===== config.mk =====
export PLATFORM = sky130hd
export DESIGN_NAME = alu_sequencer_flat
export DESIGN_NICKNAME = d
export VERILOG_FILES = /design/src/rtl/alu_sequencer_if.sv /design/src/rtl/alu_sequencer.sv /design/src/flat_wrapper.sv
export SDC_FILE = /design/constraint.sdc
export NUM_CORES = 1
export LEC_CHECK = 0
export CAP_MARGIN = 20
export CORE_MARGIN = 10
export CORE_UTILIZATION = 68
export CTS_CLUSTER_DIAMETER = 150
export CTS_CLUSTER_SIZE = 10
export DETAILED_ROUTE_END_ITERATION = 12
export DONT_BUFFER_PORTS = 1
export HOLD_SLACK_MARGIN = 0.02
export PLACE_DENSITY = 0.82
export SETUP_SLACK_MARGIN = 0.5
export SYNTH_ARGS = -nofsm -noshare
export SYNTH_HDL_FRONTEND = slang
export SYNTH_SLANG_ARGS = --single-unit

===== constraint.sdc =====
create_clock -name clock -period 4.33 [get_ports clock]
set_clock_uncertainty 0.05 [all_clocks]
set_input_delay 0.6495 -clock clock [delete_from_list [all_inputs] [get_ports clock]]
set_output_delay 0.6495 -clock clock [all_outputs]
set_load 0.01 [all_outputs]

===== src/rtl/alu_sequencer_if.sv =====
// rtl/alu_sequencer_if.sv - instruction handshake, ALU operand/result bus and debug port
// slave is the sequencer's view; master is the side driving instructions and the ALU.
interface alu_sequencer_if #(
  parameter int DATA_W = 8
);
  logic              in_valid;
  logic [15:0]       in_instr;
  logic              in_ready;
  logic [2:0]        alu_ctrl;
  logic [DATA_W-1:0] alu_a;
  logic [DATA_W-1:0] alu_b;
  logic [DATA_W-1:0] alu_out;
  logic              alu_zero;
  logic [DATA_W-1:0] result;
  logic              zero_flag;
  logic              done;
  logic [2:0]        dbg_addr;
  logic [DATA_W-1:0] dbg_data;

  modport slave (
    input  in_valid, in_instr, alu_out, alu_zero, dbg_addr,
    output in_ready, alu_ctrl, alu_a, alu_b, result, zero_flag, done, dbg_data
  );

  modport master (
    output in_valid, in_instr, alu_out, alu_zero, dbg_addr,
    input  in_ready, alu_ctrl, alu_a, alu_b, result, zero_flag, done, dbg_data
  );
endinterface


===== src/rtl/alu_sequencer.sv =====
// rtl/alu_sequencer.sv - three-state issue/writeback sequencer around an external 8-bit ALU
// Holds an 8x8 register file (r0 hardwired to zero); one instruction in flight at a time.
module alu_sequencer #(
  parameter int DATA_W = 8
) (
  input  logic         clock,
  input  logic         reset,
  alu_sequencer_if.slave bus
);
  localparam logic [2:0] OP_NOP = 3'd4;
  localparam logic [2:0] OP_LI  = 3'd7;
  localparam logic [2:0] CTRL_ADD = 3'd2;

  typedef enum logic [1:0] {
    IDLE = 2'd0,
    EXEC = 2'd1,
    WB   = 2'd2
  } state_t;

  state_t            state;
  logic [DATA_W-1:0] regs [8];
  logic [2:0]        wr_rd;
  logic              wr_en;

  logic [2:0]        dec_op;
  logic [2:0]        dec_rd;
  logic [2:0]        dec_rs;
  logic [2:0]        dec_rt;
  logic [DATA_W-1:0] dec_imm;
  logic [DATA_W-1:0] rs_val;
  logic [DATA_W-1:0] rt_val;
  logic [2:0]        nxt_ctrl;
  logic [DATA_W-1:0] nxt_a;
  logic [DATA_W-1:0] nxt_b;
  logic              nxt_we;
  logic              unused_low_bits;

  assign dec_op  = bus.in_instr[15:13];
  assign dec_rd  = bus.in_instr[12:10];
  assign dec_rs  = bus.in_instr[9:7];
  assign dec_rt  = bus.in_instr[6:4];
  assign dec_imm = bus.in_instr[7:0];
  assign unused_low_bits = ^bus.in_instr[3:0];

  assign rs_val = (dec_rs == 3'd0) ? '0 : regs[dec_rs];
  assign rt_val = (dec_rt == 3'd0) ? '0 : regs[dec_rt];

  // LI reuses the ALU adder (imm + 0) so every write-back comes from alu_out.
  always_comb begin
    nxt_ctrl = dec_op;
    nxt_a    = rs_val;
    nxt_b    = rt_val;
    nxt_we   = 1'b1;
    if (dec_op == OP_LI) begin
      nxt_ctrl = CTRL_ADD;
      nxt_a    = dec_imm;
      nxt_b    = '0;
    end else if (dec_op == OP_NOP) begin
      nxt_ctrl = OP_NOP;
      nxt_a    = '0;
      nxt_b    = '0;
      nxt_we   = 1'b0;
    end
  end

  assign bus.in_ready = (state == IDLE) && !reset;
  assign bus.dbg_data = (bus.dbg_addr == 3'd0) ? '0 : regs[bus.dbg_addr];

  always_ff @(posedge clock) begin
    if (reset) begin
      state         <= IDLE;
      for (int i = 0; i < 8; i++) regs[i] <= '0;
      wr_rd         <= '0;
      wr_en         <= 1'b0;
      bus.alu_ctrl  <= '0;
      bus.alu_a     <= '0;
      bus.alu_b     <= '0;
      bus.result    <= '0;
      bus.zero_flag <= 1'b0;
      bus.done      <= 1'b0;
    end else begin
      case (state)
        IDLE: begin
          bus.done <= 1'b0;
          if (bus.in_valid) begin
            bus.alu_ctrl <= nxt_ctrl;
            bus.alu_a    <= nxt_a;
            bus.alu_b    <= nxt_b;
            wr_rd        <= dec_rd;
            wr_en        <= nxt_we;
            state        <= EXEC;
          end
        end
        EXEC: begin
          // Writes to r0 are dropped but result/zero_flag still track the ALU.
          if (wr_en) begin
            if (wr_rd != 3'd0) regs[wr_rd] <= bus.alu_out;
            bus.result    <= bus.alu_out;
            bus.zero_flag <= bus.alu_zero;
          end
          bus.done <= 1'b1;
          state    <= WB;
        end
        WB: begin
          bus.done <= 1'b0;
          state    <= IDLE;
        end
        default: begin
          bus.done <= 1'b0;
          state    <= IDLE;
        end
      endcase
    end
  end
endmodule


===== src/flat_wrapper.sv =====
// flat-port wrapper written by rule: the top's interface ports become plain ports
module alu_sequencer_flat 
#(
  parameter int DATA_W = 8
)
  (clock, reset, bus_in_valid, bus_in_instr, bus_alu_out, bus_alu_zero, bus_dbg_addr, bus_in_ready, bus_alu_ctrl, bus_alu_a, bus_alu_b, bus_result, bus_zero_flag, bus_done, bus_dbg_data);
  alu_sequencer_if #(.DATA_W(DATA_W)) bus_i ();
  input  logic clock;
  input  logic reset;
  input wire logic [$bits(bus_i.in_valid)-1:0] bus_in_valid;
  input wire logic [$bits(bus_i.in_instr)-1:0] bus_in_instr;
  input wire logic [$bits(bus_i.alu_out)-1:0] bus_alu_out;
  input wire logic [$bits(bus_i.alu_zero)-1:0] bus_alu_zero;
  input wire logic [$bits(bus_i.dbg_addr)-1:0] bus_dbg_addr;
  output wire logic [$bits(bus_i.in_ready)-1:0] bus_in_ready;
  output wire logic [$bits(bus_i.alu_ctrl)-1:0] bus_alu_ctrl;
  output wire logic [$bits(bus_i.alu_a)-1:0] bus_alu_a;
  output wire logic [$bits(bus_i.alu_b)-1:0] bus_alu_b;
  output wire logic [$bits(bus_i.result)-1:0] bus_result;
  output wire logic [$bits(bus_i.zero_flag)-1:0] bus_zero_flag;
  output wire logic [$bits(bus_i.done)-1:0] bus_done;
  output wire logic [$bits(bus_i.dbg_data)-1:0] bus_dbg_data;
  assign bus_i.in_valid = bus_in_valid;
  assign bus_i.in_instr = bus_in_instr;
  assign bus_i.alu_out = bus_alu_out;
  assign bus_i.alu_zero = bus_alu_zero;
  assign bus_i.dbg_addr = bus_dbg_addr;
  assign bus_in_ready = bus_i.in_ready;
  assign bus_alu_ctrl = bus_i.alu_ctrl;
  assign bus_alu_a = bus_i.alu_a;
  assign bus_alu_b = bus_i.alu_b;
  assign bus_result = bus_i.result;
  assign bus_zero_flag = bus_i.zero_flag;
  assign bus_done = bus_i.done;
  assign bus_dbg_data = bus_i.dbg_data;
  alu_sequencer #(.DATA_W(DATA_W)) u_core (.clock(clock), .reset(reset), .bus(bus_i));
endmodule

After elaboration in Yosys (flattened, before gate mapping)
Memory sizes are Yosys's and may differ from the RTL's.
Index checks and enable logic that the tools add are counted.
{"block": "op_classes", "n_eq_ne": 4, "muxes": 24, "n_reduce_logical": 10}
{"operator": "8-bit 2-to-1 mux", "n": 8}
{"operator": "1-bit 2-to-1 mux", "n": 11}
{"operator": "3-bit zero test", "n": 3}
{"operator": "3-bit 2-to-1 mux", "n": 3}
{"operator": "8-bit OR reduction", "n": 1}
{"operator": "3-bit equality test, second input constant", "n": 2}
{"operator": "2-bit case mux with 2 select lines", "n": 1}
{"operator": "2-bit AND reduction", "n": 2}
{"operator": "3-bit nonzero test", "n": 1}
{"operator": "2-bit by 1-bit equality test with 1-bit output, second input constant", "n": 1}
{"operator": "2-bit zero test", "n": 1}
{"operator": "2-bit 2-to-1 mux", "n": 1}
{"operator": "2-bit != test, second input constant", "n": 1}
{"operator": "1-bit logical AND", "n": 1}
{"operator": "1-bit zero test", "n": 1}
{"block": "word_totals", "reg_bits": 35, "mem_bits_rw": 64, "inputBits": 31, "output_inout_bits": 38, "wordCells": 48, "n_memories": 1}
{"memory": "u_core.regs", "words": 8, "width": 8, "rd": 3, "rd_ports_with_merged_regs": 0, "write_ports": 8, "line": "alu_sequencer.sv:21", "source": "logic [DATA_W-1:0] regs [8];"}

Longest topological paths before layout
{"block": "logic_depth", "depth_word": 8, "mapped_depth": 6, "depth_no_buf": 4}

Least setup slack after synthesis
No wires, ideal clock.
{"block": "synth_timing", "path_type": "input port to output port", "from": "in bus_dbg_addr[0]", "to": "out bus_dbg_data[5]", "arrival_time_ns": 1.761, "required_ns": 3.631, "slack_ns": 1.870, "cell_stages": 5, "path_buffers": 2, "path_cell_list": "buf_4 buf_2 mux4_2 nand2_1 o21ai_0"}
{"block": "synth_between", "elab_chain_cells": 2, "word_cells_on_any_way": 3, "classes_between": "mux (1); reduce/logical (1); memory (1)"}
{"element": "from (decl)", "line": "flat_wrapper.sv:14", "source": "input wire logic [$bits(bus_i.dbg_addr)-1:0] bus_dbg_addr;"}
{"element": "memory 8 x 8 bit or 3-bit zero test (tied branches)"}
{"element": "8-bit 2-to-1 mux *", "line": "alu_sequencer.sv:67", "source": "assign bus.dbg_data = (bus.dbg_addr == 3'd0) ? '0 : regs[bus.dbg_addr];"}
{"element": "to (decl)", "line": "flat_wrapper.sv:22", "source": "output wire logic [$bits(bus_i.dbg_data)-1:0] bus_dbg_data;"}
Every way passes the cells marked *; elsewhere a longest branch is shown, timed or not.

Worst setup path in the final report
{"block": "layout_timing", "from": "in bus_dbg_addr[0]", "to": "out bus_dbg_data[7]"}
Same word-level chain as after synthesis.

==> impl_table.tex <==
\begin{tabular}{lr}
\hline
Metric & Value \\
\hline
\multicolumn{2}{l}{\textbf{Die}} \\
Total die area & 11,000 sq um \\
Chip Width & 105 um \\
Die height & 105 um \\
Effective utilization at floorplan & 70.8\% \\
Number of top-level design ports & 69 \\
Number of cell rows & 30 \\
Core ar. & 6910 sq um \\
\multicolumn{2}{l}{\textbf{Routing}} \\
Average detailed-routed wire length per instance & 22.6 um \\
Number of detailed-route iterations in the first pass & 5 \\
Via Count & 3,309 \\
DRT antenna net count & 0 \\
Routed WL & 11,400 um \\
DR DRC count & 0 \\
Average via count per standard cell & 6.55 \\
Drt first-iter violations & 213 \\
\multicolumn{2}{l}{\textbf{Layout}} \\
Signed area change from the synthesized netlist to the final layout & 3.45\% \\
Total Nets Final & 435 \\
Antenna Diode Count & 0 \\
Fillers & 477 \\
Share of final-layout standard cells stronger than drive strength 1 & 15.2\% \\
Area of combinational cells with multiple inputs & 2310 sq um \\
Non-filler instance count after layout & 505 \\
FF/Latch Area & 2380 sq um \\
\multicolumn{2}{l}{\textbf{STA}} \\
Slew at the pin closest to its max-slew limit & 791 ps \\
Time the worst path needs with I/O delays and setup & 2510 ps \\
Maximum frequency from static timing analysis & 0.399 GHz \\
Count of endpoints failing hold in the final timing report & 0 \\
Setup repair after global routing missed its margin & false \\
Post-Route Setup TNS & 0 ps \\
Final number of setup-violating endpoints & 0 \\
Final Cycle Share & 57.9\% \\
Relative slew slack & 47.3\% \\
Max-slew violation total from the final report & 0 \\
\multicolumn{2}{l}{\textbf{Synthesis}} \\
Netlist area before placement & 4890 sq um \\
Total nets after synthesis & 451 \\
Flip-flop and latch count after synthesis & 91 \\
Sequential element share of the synthesized area & 48.7\% \\
Post-synth top area cell & sky130\_fd\_sc\_hd\_\_edfxtp\_1 \\
Post-synth EDFFs & 56 \\
Synth unique cells & 43 \\
Share of the synthesized area in the top cell type & 34.4\% \\
Cells taking the most area after synthesis & sky130\_fd\_sc\_hd\_\_edfxtp\_1 (34\%), sky130\_fd\_sc\_hd\_\_dfxtp\_1 (14\%), sky130\_fd\_sc\_hd\_\_and2\_1 (7.4\%) \\
Synthesis warning total & 0 \\
Predominant post-synthesis flop cell & sky130\_fd\_sc\_hd\_\_edfxtp\_1 \\
Synth async-reset ratio & 0\% \\
Syn avg cell area & 11.6 sq um \\
Post-synthesis cell count & 420 \\
\multicolumn{2}{l}{\textbf{Place}} \\
Count of buffers inserted at the top-level ports & 0 \\
Dpl cells & 489 \\
Final GP Congestion & 0.829 \\
Final HPWL DP & 8670 um \\
\multicolumn{2}{l}{\textbf{Run status}} \\
Run status & finished, final reports clean \\
\multicolumn{2}{l}{\textbf{Power}} \\
Standby leakage power & 1.94 nW \\
Max IR drop VDD & 0.286 mV \\
Power per unit of standard cell area & 352 nW/um\^{}2 \\
\multicolumn{2}{l}{\textbf{Global route}} \\
Antenna violations before repair & 0 \\
Number of global-route vias before repair & 3,207 \\
Overall fraction of global-route tracks in use & 20.5\% \\
Pin count of the biggest net entering global routing & 38 \\
First-pass GRT wire length & 17,900 um \\
GR Overflow Total & 0 \\
\multicolumn{2}{l}{\textbf{Critical path}} \\
Cell-by-cell listing of the critical path & nor2b\_1 -> a22oi\_1 -> o21ai\_0 \\
Worst-path maximum fanout & 18 \\
Worst Path Arrival & 1810 ps \\
Data required, critical path & 3630 ps \\
Critical path endpoint category & primary output \\
Number of cells traversed by the worst register-to-register path & 4 \\
Critical path origin & bus\_dbg\_addr[0] \\
CP delay by family, top & compound AO/OA/AOI/OAI gates \\
Worst path slowest cell & sky130\_fd\_sc\_hd\_\_nor2b\_1 \\
Launching point of the worst reg2reg path & u\_core.state[0] \\
Number of cells on the critical path & 3 \\
Biggest cell delay along the critical path & 490 ps \\
Type of element launching the critical path & input port \\
Critical path type & input port to primary output \\
Bufs and invs on worst path & 0 \\
\multicolumn{2}{l}{\textbf{Clocking}} \\
Resized Gates After CTS & 0 \\
Post-CTS setup buffers & 0 \\
Clock root buffer & sky130\_fd\_sc\_hd\_\_clkbuf\_8 \\
CTS H-Tree Depth & 3 \\
Clk sinks & 91 \\
Clock tree buffer depth & 2 \\
Clock transition at path regs & 100 ps \\
Total clock buffers created by CTS & 9 \\
Clock Latency Late Sink & 370 ps \\
Count of hold buffers inserted by post-cts repair & 0 \\
Clock tree from TritonCTS & built \\
\multicolumn{2}{l}{\textbf{Hold path}} \\
Min-Delay Path Depth & 1 \\
Worst Min Path Start & reset \\
Worst hold path type & input port to flip-flop \\
\multicolumn{2}{l}{\textbf{Flow run}} \\
Max-cap violations & 0 \\
\hline
\end{tabular}
[cell usage after synthesis (all sizes together), types with 3 or more instances]
library cell,count
a211oi,3
a21o,4
a21oi,17
a22o,11
a22oi,19
and2,58
buf,22
clkbuf,6
dfxtp,35
edfxtp,56
inv,4
mux2,22
mux2i,18
mux4,21
nand2,36
nand2b,7
nor2,23
nor2b,4
nor3,4
nor3b,3
o21ai,21
o22ai,3
or2,7
[registers in the layout (all words and copies together), names as in the netlist, 2 cells and up]
register,count
u_core.bus.alu_a,8
u_core.bus.alu_b,8
u_core.bus.alu_ctrl,3
u_core.bus.result,8
u_core.regs,56
u_core.state,2
u_core.wr_rd,3
[final cells by class]
| type | count | share of cell area [%] |
|---|---|---|
| Clock buffer | 11 | 3.44 |
| Clock inverter | 5 | 0.915 |
| Inverter | 4 | 0.297 |
| Multi-Input combinational cell | 297 | 45.7 |
| Sequential cell | 91 | 47.1 |
| Tap cell | 96 | 2.37 |
| Timing Repair Buffer | 1 | 0.148 |
[power by group]
group	total, mW	internal, mW	switching, mW	leakage [nW]
clock network	0.628	0.292	0.337	0.115
logic	0.159	0.0835	0.0752	0.965
registers	0.996	0.954	0.0420	0.861
total	1.78	1.33	0.454	1.94
[cells by family (layout without fill, tap and decap cells)]
family          count (synthesis)  count (layout)  share of synthesized area [%]
simple gates                  150             150                           16.8
buf+inv                        32              21                           3.96
mux                            61              61                           19.0
flops                          91              91                           48.7
compound gates                 86              86                           11.6
[metal layers]
metal | part of all wire, % | routed length, um | up-vias | GRT usage [%]
met5 | 0 | 0 | - | 0
met4 | 1.7 | 191 | 0 | 8.04
met3 | 10 | 1140 | 18 | 5.34
met2 | 46 | 5290 | 161 | 31.7
met1 | 42 | 4800 | 1606 | 26.9
li1 | - | - | 1524 | -
[cell usage in the layout, fill, tap and decap left out, types with 3 or more instances in the layout]
master	count
sky130_fd_sc_hd__dfxtp_1	35
sky130_fd_sc_hd__nand2b_1	7
sky130_fd_sc_hd__inv_1	4
sky130_fd_sc_hd__mux2i_1	18
sky130_fd_sc_hd__o21ai_0	19
sky130_fd_sc_hd__nand2_1	36
sky130_fd_sc_hd__edfxtp_1	56
sky130_fd_sc_hd__a21o_1	4
sky130_fd_sc_hd__nor3b_1	3
sky130_fd_sc_hd__nor3_1	3
sky130_fd_sc_hd__nor2_1	22
sky130_fd_sc_hd__mux4_1	7
sky130_fd_sc_hd__a22o_1	11
sky130_fd_sc_hd__or2_2	7
sky130_fd_sc_hd__mux2_2	21
sky130_fd_sc_hd__mux4_2	14
sky130_fd_sc_hd__clkbuf_8	9
sky130_fd_sc_hd__a21oi_1	17
sky130_fd_sc_hd__o22ai_1	3
sky130_fd_sc_hd__and2_1	58
sky130_fd_sc_hd__a211oi_1	3
sky130_fd_sc_hd__nor2b_1	4
sky130_fd_sc_hd__a22oi_1	19
[final timing paths]
path / slack (ps) / to
hold / removal: 290 / u_core.bus.alu_ctrl[2]
setup reg to reg: 2240 / u_core.regs[1][5]
setup / recovery: 1820 / bus_dbg_data[7]
hold reg to reg: 420 / u_core.wr_rd[0]
[through the flow]
step	worst slack, ps	util, %	power, mW	instance area [sq um]	hold slack [ps]
floorplan	1870	-	1.16	4890	394
global placement	1910	70.1	1.17	4840	400
detailed placement	1860	70.1	1.17	4840	412
CTS	1870	73.3	1.79	5060	275
global route	1800	73.3	1.83	5060	276
finish	1820	73.3	1.78	5060	289
Note: power is estimated with default switching activity, not from simulation.
==> edit 1: new RTL, same flow settings <==
Make the reset (`reset`) asynchronous in one clocked block.
--- a/src/rtl/alu_sequencer.sv
+++ b/src/rtl/alu_sequencer.sv
@@ -68,3 +68,3 @@
 
-  always_ff @(posedge clock) begin
+  always_ff @(posedge clock or posedge reset) begin
     if (reset) begin
Function: differs if reset is asserted again (counterexample within 4 cycles, from zero or initial values and one cycle with reset high); with reset held inactive, the same outputs for 4 cycles.
==> edit 1 against the unedited design <==
First-iteration DRC count up 12%. Sequential cell count stayed put. Wire length is 9.2% higher. Design area is 1.5% higher. Fmax fell by 3.5%. Synthesized area is 0.61% higher. Worst setup slack lost 0.091 ns. Largest cell class is now multi-input combinational cells.
Power is not compared: it rests on default switching activity, and its combinational part moved more than twofold at a synthesized area within 25%.
==> edit 1: results (changes against the unedited design) <==
metric;value;unit;change
outcome;finished clean;;
async_reset_ff_frac;1.00;;+1.00
synth_compound_area_frac;0.0918;;-0.0244
cp.arrival;1.90;ns;+0.09 ns
antenna_cells;0;;unchanged
critPathTopFamily;compound AO/OA/AOI/OAI gates;;
synth_xor_area_frac;0.00178;;+0.00178
gp_congestion;0.888;;+7.1%
numPortBuffers;0;;unchanged
top_register;u_core.regs;;
grt_pass1_wl;19800;microns;+11%
worstPathMaxFanout;17;;-1
yosysUniqueCellTypes;37;;-14%
synth_mux_area_frac;0.314;;+0.124
root_buffer;clkbuf_8;;
slowest_stage;nor2b_1;;
grt_max_degree;61;;+61%
synth_area_leaders;dfrtp_1 46%, mux2_2 22%, mux4_2 9.6%;;
fill_cells;473;;-0.84%
antenna_found_initial;0;;unchanged
clock_latency;0.36;ns;
ys_warn_count;0;;unchanged
grtUsageTotal;0.228;;+0.0227
cts_inserted_buffers;9;;unchanged
stdcell_count;473;;-6.3%
ir_drop;0.310;mV;
first_pass_iters;5;;unchanged
synth_cells;386;;-8.1%
r2r-start;u_core.state[1];;
cts_setup_buffers;0;;unchanged
tightest_slew;1.02;ns;+0.230 ns
ys.flop_type;dfrtp_1;;
hold_class;input port to flip-flop;;
drive_gt1_frac;0.379;;+0.228
synth_common_cells;95 x mux2_2, 91 x dfrtp_1, 38 x nand2_1, 22 x a221oi_1;;
synth_fa_ha_area_frac;0;;unchanged
crit_path_max_incr_delay;0.59;ns;+0.10 ns
cp-startpoint;bus_dbg_addr[0];;
totalWireLength;12500;microns;+9.2%
routed_via_density;7.16;;+9.3%
dp_slack;1.63;ns;-0.235 ns
cts_max_level;3;;unchanged
grt_pass1_vias;3459;;+7.9%
hpwl;8350;microns;-3.7%
worstHoldStart;bus_in_instr[15];;
drtIter0Drc;239;;+12%
fin_nets;403;;-7.4%
path_clk_slew;0.09;ns;
synth-seq-area-share;0.463;;-0.0243
largest_reg_flops;56;;unchanged
clockBufferDepth;2;;unchanged
placed_cells;455;;-7.0%
dpl-instance-area;4910;sq um;+1.4%
p_leak;2.12;nW;
syn_nets;417;;-7.5%
-- edit 1: changes by cell type in the layout (fill, tap and decap cells not counted), sizes merged, moves of 11 or more --
cell    change
dfrtp      +91
a22oi      -17
mux2       +73
dfxtp      -35
a22o       -11
a21oi      -11
and2       -58
edfxtp     -56
o21ai      -18
a221oi     +22
nor2       -18
nor2b      +17
mux2i      -18
-- edit 1: final timing paths --
check                                   to  slack, ns  depth (start not counted)
setup / recovery           bus_dbg_data[7]       1.73                          3
hold / removal                u_core.wr_en       0.32                          1
setup reg to reg           u_core.regs[27]       1.81                          3
hold reg to reg            u_core.state[1]       0.47                          1
max in group asynchronous  u_core.regs[26]       3.03                          3
min in group asynchronous  u_core.state[0]       0.57                          2
-- edit 1: per-layer routing --
layer | vias up | share of wire | global-route usage
met2 | 174 | 0.47 | 0.357
met5 | - | 0 | 0
li1 | 1418 | - | -
met1 | 1764 | 0.39 | 0.275
met4 | 0 | 0.034 | 0.0892
met3 | 33 | 0.11 | 0.0909
-- edit 1: what timing repair did --
item,4_1_cts,5_1_grt
hold endpoints to repair,0,5
hold buffers,0,1
resized for setup,0,0
-- edit 1: cell type report --
type | instances | area [sq um] | area share
inverters | 10 | 43.8 | 0.00853
flip-flops and latches | 91 | 2280 | 0.443
multi-input cells | 257 | 2460 | 0.479
clock buffers | 10 | 128 | 0.0248
clock inverters | 6 | 63.8 | 0.0124
well taps | 96 | 120 | 0.0234
repair buffers | 3 | 45.0 | 0.00877
-- edit 1: worst register-to-register path, stage by stage (launching register included) --
cell      delay [ns]
dfrtp_1         0.44
nand3b_1        0.70
or3_1           0.86
mux2_2          0.37
-- edit 1: power breakdown --
part,switching [mW],total (mW),internal [mW]
combinational,0.332,0.929,0.597
sequential,0.425,1.64,1.21
clock,0.303,0.570,0.267
==> edit 2: new RTL, same settings <==
Made on the original files. The 3 states of `state_t` get a one-hot encoding in 3 bits.
--- a/src/rtl/alu_sequencer.sv
+++ b/src/rtl/alu_sequencer.sv
@@ -13,6 +13,6 @@
 
-  typedef enum logic [1:0] {
-    IDLE = 2'd0,
-    EXEC = 2'd1,
-    WB   = 2'd2
+  typedef enum logic [2:0] {
+    IDLE = 3'b001,
+    EXEC = 3'b010,
+    WB   = 3'b100
   } state_t;
Behaviour: same outputs for any inputs over 4 cycles, from zero or initial values and one cycle with reset high; so few cycles prove little.
==> edit 2 against the unedited design <==
Die area fell by 0.33%. Total power up 2.1%. Register-to-register slack worse by 0.15 ns. Worst setup slack better by 0.055 ns. Wire length is 0.58% lower. Critical path type unchanged. Design area increased by 0.52%. Sequential cell count rose by 1. Synthesized area down 0.41%. Sequential share of layout area up 0.15 points.
==> edit 2: results (changes against the unedited design) <==
metric;value;unit;change
cp.arrival;1.75;ns;-0.06 ns
rr_endpoint;u_core.bus.alu_b[3];;
yosysUniqueCellTypes;38;;-12%
grtUsageTotal;0.210;;+0.00515
synth_area_leaders;edfxtp_1 35%, dfxtp_1 15%, mux4_2 9.7%;;
p_leak;1.80;nW;-7.1%
syn_nets;463;;+2.7%
grt_max_degree;37;;-2.6%
stdcell_count;515;;+2.0%
synth_cells;432;;+2.9%
drtIter0Drc;249;;+17%
cts_setup_buffers;0;;unchanged
fin_nets;445;;+2.3%
wire_per_inst;22.0;microns;-2.5%
outcome;finished clean;;
dp_slack;1.87;ns;+0.00301 ns
largest_reg_flops;56;;unchanged
hpwl;8680;microns;+0.13%
routed_via_density;6.63;;+1.1%
grt_pass1_vias;3402;;+6.1%
r2r_setup_slack;2.09;ns;-0.15 ns
relSlewSlack;0.487;;+0.0136
placed_cells;499;;+2.0%
antenna_cells;0;;unchanged
crit_path_max_incr_delay;0.47;ns;-0.02 ns
synth-seq-area-share;0.493;;+0.00611
dpl-instance-area;4860;sq um;+0.52%
whs;0.283;ns;-0.00569 ns
drive_gt1_frac;0.169;;+0.0179
r2r-start;u_core.state[0];;
ir_drop;0.320;mV;+12%
gp_congestion;0.858;;+3.6%
synth_common_cells;58 x and2_1, 56 x edfxtp_1, 54 x nand2_1, 36 x dfxtp_1, 26 x a21oi_1;;
## edit 2: logic make-up after synthesis
family / count (synthesis) / share of synthesized area
AOI/OAI and AO/OA: 91 / 0.123
xor gates and xnor gates: 1 / 0.00180
buffers and inverters: 33 / 0.0290
DFF: 92 / 0.493
muxes: 52 / 0.166
and+or+nand+nor: 163 / 0.187
## edit 2: worst max-delay path by stage
stage	from	endpoint	slack (ns)	depth (start not counted)
3_5_place_dp	bus_dbg_addr[0]	bus_dbg_data[3]	1.87	3
5_1_grt	bus_dbg_addr[0]	bus_dbg_data[3]	1.75	3
4_1_cts	bus_dbg_addr[0]	bus_dbg_data[3]	1.87	3
3_3_place_gp	bus_dbg_addr[0]	bus_dbg_data[3]	1.91	3
6_report	bus_dbg_addr[0]	bus_dbg_data[3]	1.88	3
2_1_floorplan	bus_dbg_addr[0]	bus_dbg_data[5]	1.79	5
## edit 2: report_power, final
part | internal (mW) | switching, mW
Clock | 0.331 | 0.326
Combinational | 0.0836 | 0.0733
Sequential | 0.962 | 0.0444
## edit 2: worst max-delay path, delay by kind of cell
| kind | cells | cell delay (ns) |
|---|---|---|
| AO/OA/AOI/OAI | 2 | 0.65 |
| AND/OR/NAND/NOR | 1 | 0.45 |
## edit 2: area by class of cell
class / count / area (sq um)
Sequential cell: 92 / 2400
Multi-Input combinational cell: 307 / 2330
Fill cell: 463 / 1780
Clock buffer: 10 / 128
Tap cell: 96 / 120
Clock inverter: 6 / 93.8
Inverter: 4 / 15.0
## edit 2: metal layers
| metal | GRT usage | vias to the layer above | wire [microns] |
|---|---|---|---|
| met5 | 0 | - | 0 |
| met4 | 0.0627 | 0 | 170 |
| met3 | 0.0633 | 20 | 1120 |
| met2 | 0.340 | 196 | 5450 |
| met1 | 0.266 | 1639 | 4610 |
| li1 | - | 1557 | - |
